<file path="config.mk">
export PLATFORM = sky130hd
export DESIGN_NAME = pipelined_reduction_tree_flat
export DESIGN_NICKNAME = d
export VERILOG_FILES = /design/src/rtl/reduction_pkg.sv /design/src/rtl/pipelined_reduction_tree_if.sv /design/src/rtl/reduction_level.sv /design/src/rtl/pipelined_reduction_tree.sv /design/src/flat_wrapper.sv
export SDC_FILE = /design/constraint.sdc
export NUM_CORES = 1
export LEC_CHECK = 0
export CAP_MARGIN = 10
export CORE_MARGIN = 3
export CORE_UTILIZATION = 55
export CTS_BUF_LIST = sky130_fd_sc_hd__clkbuf_4
export CTS_CLUSTER_DIAMETER = 80
export CTS_CLUSTER_SIZE = 30
export DETAILED_ROUTE_END_ITERATION = 6
export PLACE_DENSITY_LB_ADDON = 0.05
export SYNTH_ARGS = -nofsm -noshare
export SYNTH_HDL_FRONTEND = slang
export SYNTH_SLANG_ARGS = --single-unit
export TNS_END_PERCENT = 1
</file>
<file path="constraint.sdc">
create_clock -name clk -period 5.7 [get_ports clk]
set_clock_uncertainty 0.2 [all_clocks]
set_input_delay 1.425 -clock clk [delete_from_list [all_inputs] [get_ports clk]]
set_output_delay 1.425 -clock clk [all_outputs]
set_load 0.05 [all_outputs]
</file>
<file path="src/rtl/reduction_pkg.sv">
// reduction_pkg: sizing helpers shared by the reduction tree, its levels and its interface
package reduction_pkg;
  function automatic int tree_levels(input int n);
    return $clog2(n);
  endfunction
  function automatic int level_count(input int n, input int k);
    int r = n;
    for (int i = 0; i < k; i++) r = (r + 1) / 2;
    return r;
  endfunction
  function automatic int num_stages(input int levels, input int reg_every);
    return levels == 0 ? 1 : (levels + reg_every - 1) / reg_every;
  endfunction
  function automatic int result_width(input int nbit, input int n);
    return nbit + $clog2(n);
  endfunction
endpackage

</file>
<file path="src/rtl/pipelined_reduction_tree_if.sv">
// pipelined_reduction_tree_if: operand/tag input stream and sum/tag output stream of the reduction tree
interface pipelined_reduction_tree_if import reduction_pkg::*; #(
  parameter int NBIT = 8,
  parameter int NUM_ADDENDS = 9,
  parameter int TAG_W = 1
);
  localparam int RW = result_width(NBIT, NUM_ADDENDS);
  logic in_valid;
  logic in_ready;
  logic [NBIT-1:0] data_in [NUM_ADDENDS];
  logic [TAG_W-1:0] tag_in;
  logic out_valid;
  logic out_ready;
  logic [RW-1:0] result;
  logic [TAG_W-1:0] tag_out;
  modport slave (
    input in_valid, data_in, tag_in, out_ready,
    output in_ready, out_valid, result, tag_out
  );
  modport master (
    output in_valid, data_in, tag_in, out_ready,
    input in_ready, out_valid, result, tag_out
  );
endinterface

</file>
<file path="src/rtl/reduction_level.sv">
// reduction_level: one combinational adder level, pairing neighbours and passing an odd last element through
module reduction_level #(
  parameter int IN_COUNT = 2,
  parameter int W = 8,
  parameter int SIGNED = 0
) (
  input  logic [W-1:0] a [IN_COUNT],
  output logic [W-1:0] y [(IN_COUNT + 1) / 2]
);
  for (genvar i = 0; i < IN_COUNT / 2; i++) begin : g_pair
    assign y[i] = SIGNED != 0 ? W'($signed(a[2*i]) + $signed(a[2*i+1])) : a[2*i] + a[2*i+1];
  end
  if (IN_COUNT % 2 != 0) begin : g_odd
    assign y[IN_COUNT / 2] = a[IN_COUNT - 1];
  end
endmodule

</file>
<file path="src/rtl/pipelined_reduction_tree.sv">
// pipelined_reduction_tree: pipelined adder tree summing NUM_ADDENDS operands at full precision
module pipelined_reduction_tree import reduction_pkg::*; #(
  parameter int NBIT = 8,
  parameter int NUM_ADDENDS = 9,
  parameter int SIGNED = 0,
  parameter int REG_EVERY = 1,
  parameter int TAG_W = 1
) (
  input logic clk,
  input logic rst,
  pipelined_reduction_tree_if.slave bus
);
  localparam int LEVELS = tree_levels(NUM_ADDENDS);
  localparam int RW = result_width(NBIT, NUM_ADDENDS);
  logic en;
  assign en = bus.out_ready || !bus.out_valid;
  assign bus.in_ready = en;
  for (genvar k = 0; k <= LEVELS; k++) begin : g_l
    localparam int N = level_count(NUM_ADDENDS, k);
    logic [RW-1:0] sum [N];
    logic [RW-1:0] q [N];
    logic sum_v, q_v;
    logic [TAG_W-1:0] sum_t, q_t;
    if (k == 0) begin : g_src
      for (genvar i = 0; i < N; i++) begin : g_x
        assign sum[i] = SIGNED != 0 ? RW'($signed(bus.data_in[i])) : RW'(bus.data_in[i]);
      end
      assign sum_v = bus.in_valid;
      assign sum_t = bus.tag_in;
    end else begin : g_add
      reduction_level #(
        .IN_COUNT(level_count(NUM_ADDENDS, k - 1)),
        .W(RW),
        .SIGNED(SIGNED)
      ) u_level (
        .a(g_l[k-1].q),
        .y(sum)
      );
      assign sum_v = g_l[k-1].q_v;
      assign sum_t = g_l[k-1].q_t;
    end
    if (k == LEVELS || (k > 0 && k % REG_EVERY == 0)) begin : g_reg
      // stage register: clears on reset, shifts when the pipe moves, holds on stall
      always_ff @(posedge clk)
        if (rst) begin
          q <= '{default: '0};
          q_v <= 1'b0;
          q_t <= '0;
        end else if (en) begin
          q <= sum;
          q_v <= sum_v;
          q_t <= sum_t;
        end
    end else begin : g_thru
      assign q = sum;
      assign q_v = sum_v;
      assign q_t = sum_t;
    end
  end
  assign bus.out_valid = g_l[LEVELS].q_v;
  assign bus.result = g_l[LEVELS].q[0];
  assign bus.tag_out = g_l[LEVELS].q_t;
endmodule

</file>
<file path="src/flat_wrapper.sv">
// flat-port wrapper written by rule: the top's interface ports become plain ports
module pipelined_reduction_tree_flat import reduction_pkg::*;
#(
  parameter int NBIT = 8,
  parameter int NUM_ADDENDS = 9,
  parameter int SIGNED = 0,
  parameter int REG_EVERY = 1,
  parameter int TAG_W = 1
)
  (clk, rst, bus_in_valid, bus_data_in, bus_tag_in, bus_out_ready, bus_in_ready, bus_out_valid, bus_result, bus_tag_out);
  pipelined_reduction_tree_if #(.NBIT(NBIT), .NUM_ADDENDS(NUM_ADDENDS), .TAG_W(TAG_W)) bus_i ();
  input logic clk;
  input logic rst;
  input wire logic [$bits(bus_i.in_valid)-1:0] bus_in_valid;
  input wire logic [$bits(bus_i.data_in)-1:0] bus_data_in;
  input wire logic [$bits(bus_i.tag_in)-1:0] bus_tag_in;
  input wire logic [$bits(bus_i.out_ready)-1:0] bus_out_ready;
  output wire logic [$bits(bus_i.in_ready)-1:0] bus_in_ready;
  output wire logic [$bits(bus_i.out_valid)-1:0] bus_out_valid;
  output wire logic [$bits(bus_i.result)-1:0] bus_result;
  output wire logic [$bits(bus_i.tag_out)-1:0] bus_tag_out;
  assign bus_i.in_valid = bus_in_valid;
  assign bus_i.data_in = {>>{bus_data_in}};
  assign bus_i.tag_in = bus_tag_in;
  assign bus_i.out_ready = bus_out_ready;
  assign bus_in_ready = bus_i.in_ready;
  assign bus_out_valid = bus_i.out_valid;
  assign bus_result = bus_i.result;
  assign bus_tag_out = bus_i.tag_out;
  pipelined_reduction_tree #(.NBIT(NBIT), .NUM_ADDENDS(NUM_ADDENDS), .SIGNED(SIGNED), .REG_EVERY(REG_EVERY), .TAG_W(TAG_W)) u_core (.clk(clk), .rst(rst), .bus(bus_i));
endmodule
</file>
==> results.md <==
- Final setup violating endpoints: 0
- Cell Rows: 39
- Final WL: 15400 µm
- Post-Place Worst Slack: 1.53 ns
- Worst skew pair latency: 0.47 ns
- Critical Path Fanout Max: 2
- I/O Pins: 92
- Initial antenna violation count: 0
- Worst R2R Path Depth: 5
- Leak Pwr: 3.11 nW
- RSZ-0062 raised after global routing: false
- Status: completed
- Mapped Avg Cell Area: 8.16 µm²
- Synth area leaders: dfxtp_1 34%, ha_1 13%, nand2_1 8.1%, a21oi_1 6.8%, a211oi_1 2.8%
- Final hold violations: 0
- Nets: 1022
- 1st-pass router iterations: 5
- CP Capture Type: output pin
- Worst slew pin tran: 0.914 ns
- Area delta synth->final: 16.1%
- Synthesized cell area: 6590 µm²
- Routed vias/inst: 5.98
- Final GP Congestion: 0.834
- Post-synth ARST share: 0%
- H-tree levels: 3
- Synth top area share: 33.7%
- Pwr Density: 247 nW/µm²
- Top FF cell, synth: dfxtp_1
- Clock slew at the register clock pins of the worst setup and hold paths: 0.16 ns
- Post-route ant nets: 0
- CP required: 4.07 ns
- CTS Buf Count: 9
- Sequential-to-total area share from yosys stat: 33.7%
- Util after Layout: 66.2%
- Die Wd: 115 µm
- Initial core utilization: 57.0%
- Die ar.: 13300 µm²
- Fmax: 255 MHz
- Core Area: 11600 µm²
- Post-route design area: 7650 µm²
- TritonCTS clock tree: built
- GRT overflow: 0
- DRC: 0
- Seq cells post-synth: 111
- Root buffer cell: clkbuf_4
- Gr usage total: 23.9%
- # hold bufs at CTS: 0
- Post-synth EDFFs: 0
- Post-CTS Resized: 0
- Setup CP Type: input port to output pin
- DPL Wire Length: 11100 µm
- Final setup TNS: 0 ns
- Fin crit share: 68.7%
- Number of global-route vias before repair: 5816
- Hold Path Class: flop to flop
- Final max-slew violation count: 0
- Dpl cell area: 7520 µm²
- Biggest area consumer among synthesized cells: dfxtp_1
- Initial DRC count: 294
- Largest buffer count on any clock path: 2
- First-pass GRT wire length: 26400 µm
- Max cap viols: 0
- Cells after synthesis: 807
- Post-synthesis cell type count: 54
- Synthesis Warnings: 0
- Crit path time final: 3.92 ns
- Max VDD drop: 0.000164 V
- Vias: 6083
- Post-CTS Repair Setup Buffers: 0
- Critical path arrival: 2.29 ns
- Final setup margin: 1.78 ns
- CP Launch Type: input port
- Min-Delay Path Depth: 2
- CTS sink cnt: 111
- Port Buffers: 91
- Share of cells above drive strength 1: 3.89%
- Antenna Cells: 0
- Syn_nets: 960
- Relative slew slack: 39.1%
- Drt wl/cell: 15.1 µm
- Largest net degree at the start of global routing: 102
- Filler Cells Inserted: 988
- Die Y: 115 µm
## worst paths after layout
path | from | end | slack [ns]
worst max register to register | u_core.bus.out_valid$_SDFFE_PP0P_ | u_core.g_l[2].q[31]$_SDFFE_PP0P_ | 3.06
worst max-delay path | bus_out_ready | bus_in_ready | 1.78
worst min-delay path | u_core.bus.tag_out$_SDFFE_PP0P_ | u_core.bus.tag_out$_SDFFE_PP0P_ | 0.26
worst min register to register | u_core.bus.tag_out$_SDFFE_PP0P_ | u_core.bus.tag_out$_SDFFE_PP0P_ | 0.26
## cells in the mapped netlist (all sizes together), types with 7 or more instances
| master | instances |
|---|---|
| nand2 | 142 |
| ha | 68 |
| or4 | 20 |
| a31oi | 10 |
| xor2 | 10 |
| a211oi | 28 |
| nand3 | 37 |
| a21o | 11 |
| buf | 23 |
| dfxtp | 111 |
| nor3 | 15 |
| o21ai | 33 |
| clkbuf | 22 |
| nand4 | 13 |
| nor4b | 14 |
| inv | 20 |
| nor2b | 8 |
| a21oi | 90 |
| nor2 | 41 |
| fa | 8 |
| or3 | 7 |
## power by group
| group | leakage (nW) | switching, mW | internal (mW) |
|---|---|---|---|
| clock | 0.0708 | 0.255 | 0.131 |
| combinational | 2.13 | 0.315 | 0.267 |
| sequential | 0.917 | 0.0578 | 0.863 |
| total | 3.11 | 0.628 | 1.26 |
## area by class of cell
class,count,area [µm²],share of cell area (%)
clock buffer,9,67.6,0.883
clock inverter,7,63.8,0.834
inverter,20,75.1,0.981
multi-input combinational,631,4100,53.6
sequential,111,2220,29.0
tap,143,179,2.34
timing repair buffer,96,943,12.3
## logic make-up (layout without fill, tap and decap cells)
| logic type | Yosys count | count (layout) | share of synthesized area, % |
|---|---|---|---|
| multiplexers | 2 | 2 | 0.304 |
| adder cells (fa/ha/maj) | 76 | 76 | 15.3 |
| AND/OR/NAND/NOR | 322 | 322 | 23.7 |
| buffers and inverters | 65 | 132 | 4.16 |
| flip-flops | 111 | 111 | 33.7 |
| AO/OA/AOI/OAI | 216 | 216 | 20.8 |
| XOR/XNOR | 15 | 15 | 1.99 |
## layout by cell type, fill, tap and decap left out, types with 4 or more instances in the layout
cell type and n:
a211oi_1 25, clkdlybuf4s50_1 89, o31a_1 4, nand3_1 37, nor2b_1 7, nor3_1 15, a21o_1 11, or2_2 4
nand2_1 142, nor2_1 41, xnor2_1 5, clkbuf_4 9, buf_4 7, o31ai_1 5, nand4_1 13, nor4b_1 14
xor2_1 10, a21oi_1 90, or3_1 7, nor4_1 4, a31oi_1 10, fa_1 8, or4_1 20, o21ai_0 32
inv_1 18, o22ai_1 6, and3_1 4, ha_1 68, a2111oi_0 4, o21a_1 6, dfxtp_1 111, nand2b_1 5
## flip-flops by register name, summed over array words and instances (netlist names)
signal / count
u_core.bus.out_valid: 1
u_core.bus.tag_out: 1
u_core.g_l.q_v: 3
u_core.g_l.q: 91
u_core.g_l.q_t: 3
u_core.bus.result: 12
## stage by stage
stage          hold slack [ns]  total power, mW  std cells
6_report                 0.262             1.89       1017
5_1_grt                  0.290             2.02       1017
4_1_cts                  0.266             1.90       1017
3_5_place_dp             0.247             1.51       1001
3_3_place_gp             0.238             1.50       1001
2_1_floorplan            0.232             1.34        807
## metal layers
metal | vias to the layer above | routed length, µm | share of wire [%] | track usage [%]
met5 | - | 0 | 0 | 0
met4 | 0 | 198 | 1.3 | 5.56
met3 | 15 | 496 | 3.2 | 4.07
met2 | 104 | 7430 | 48 | 40.5
met1 | 2907 | 7260 | 47 | 31.9
li1 | 3057 | - | - | -
## worst max-delay path: stages
cell and delay (ns):
clkdlybuf4s50_1 0.51, nor2b_4 0.05, inv_2 0.10, buf_4 0.21
Power figures use the tool's default switching activity.
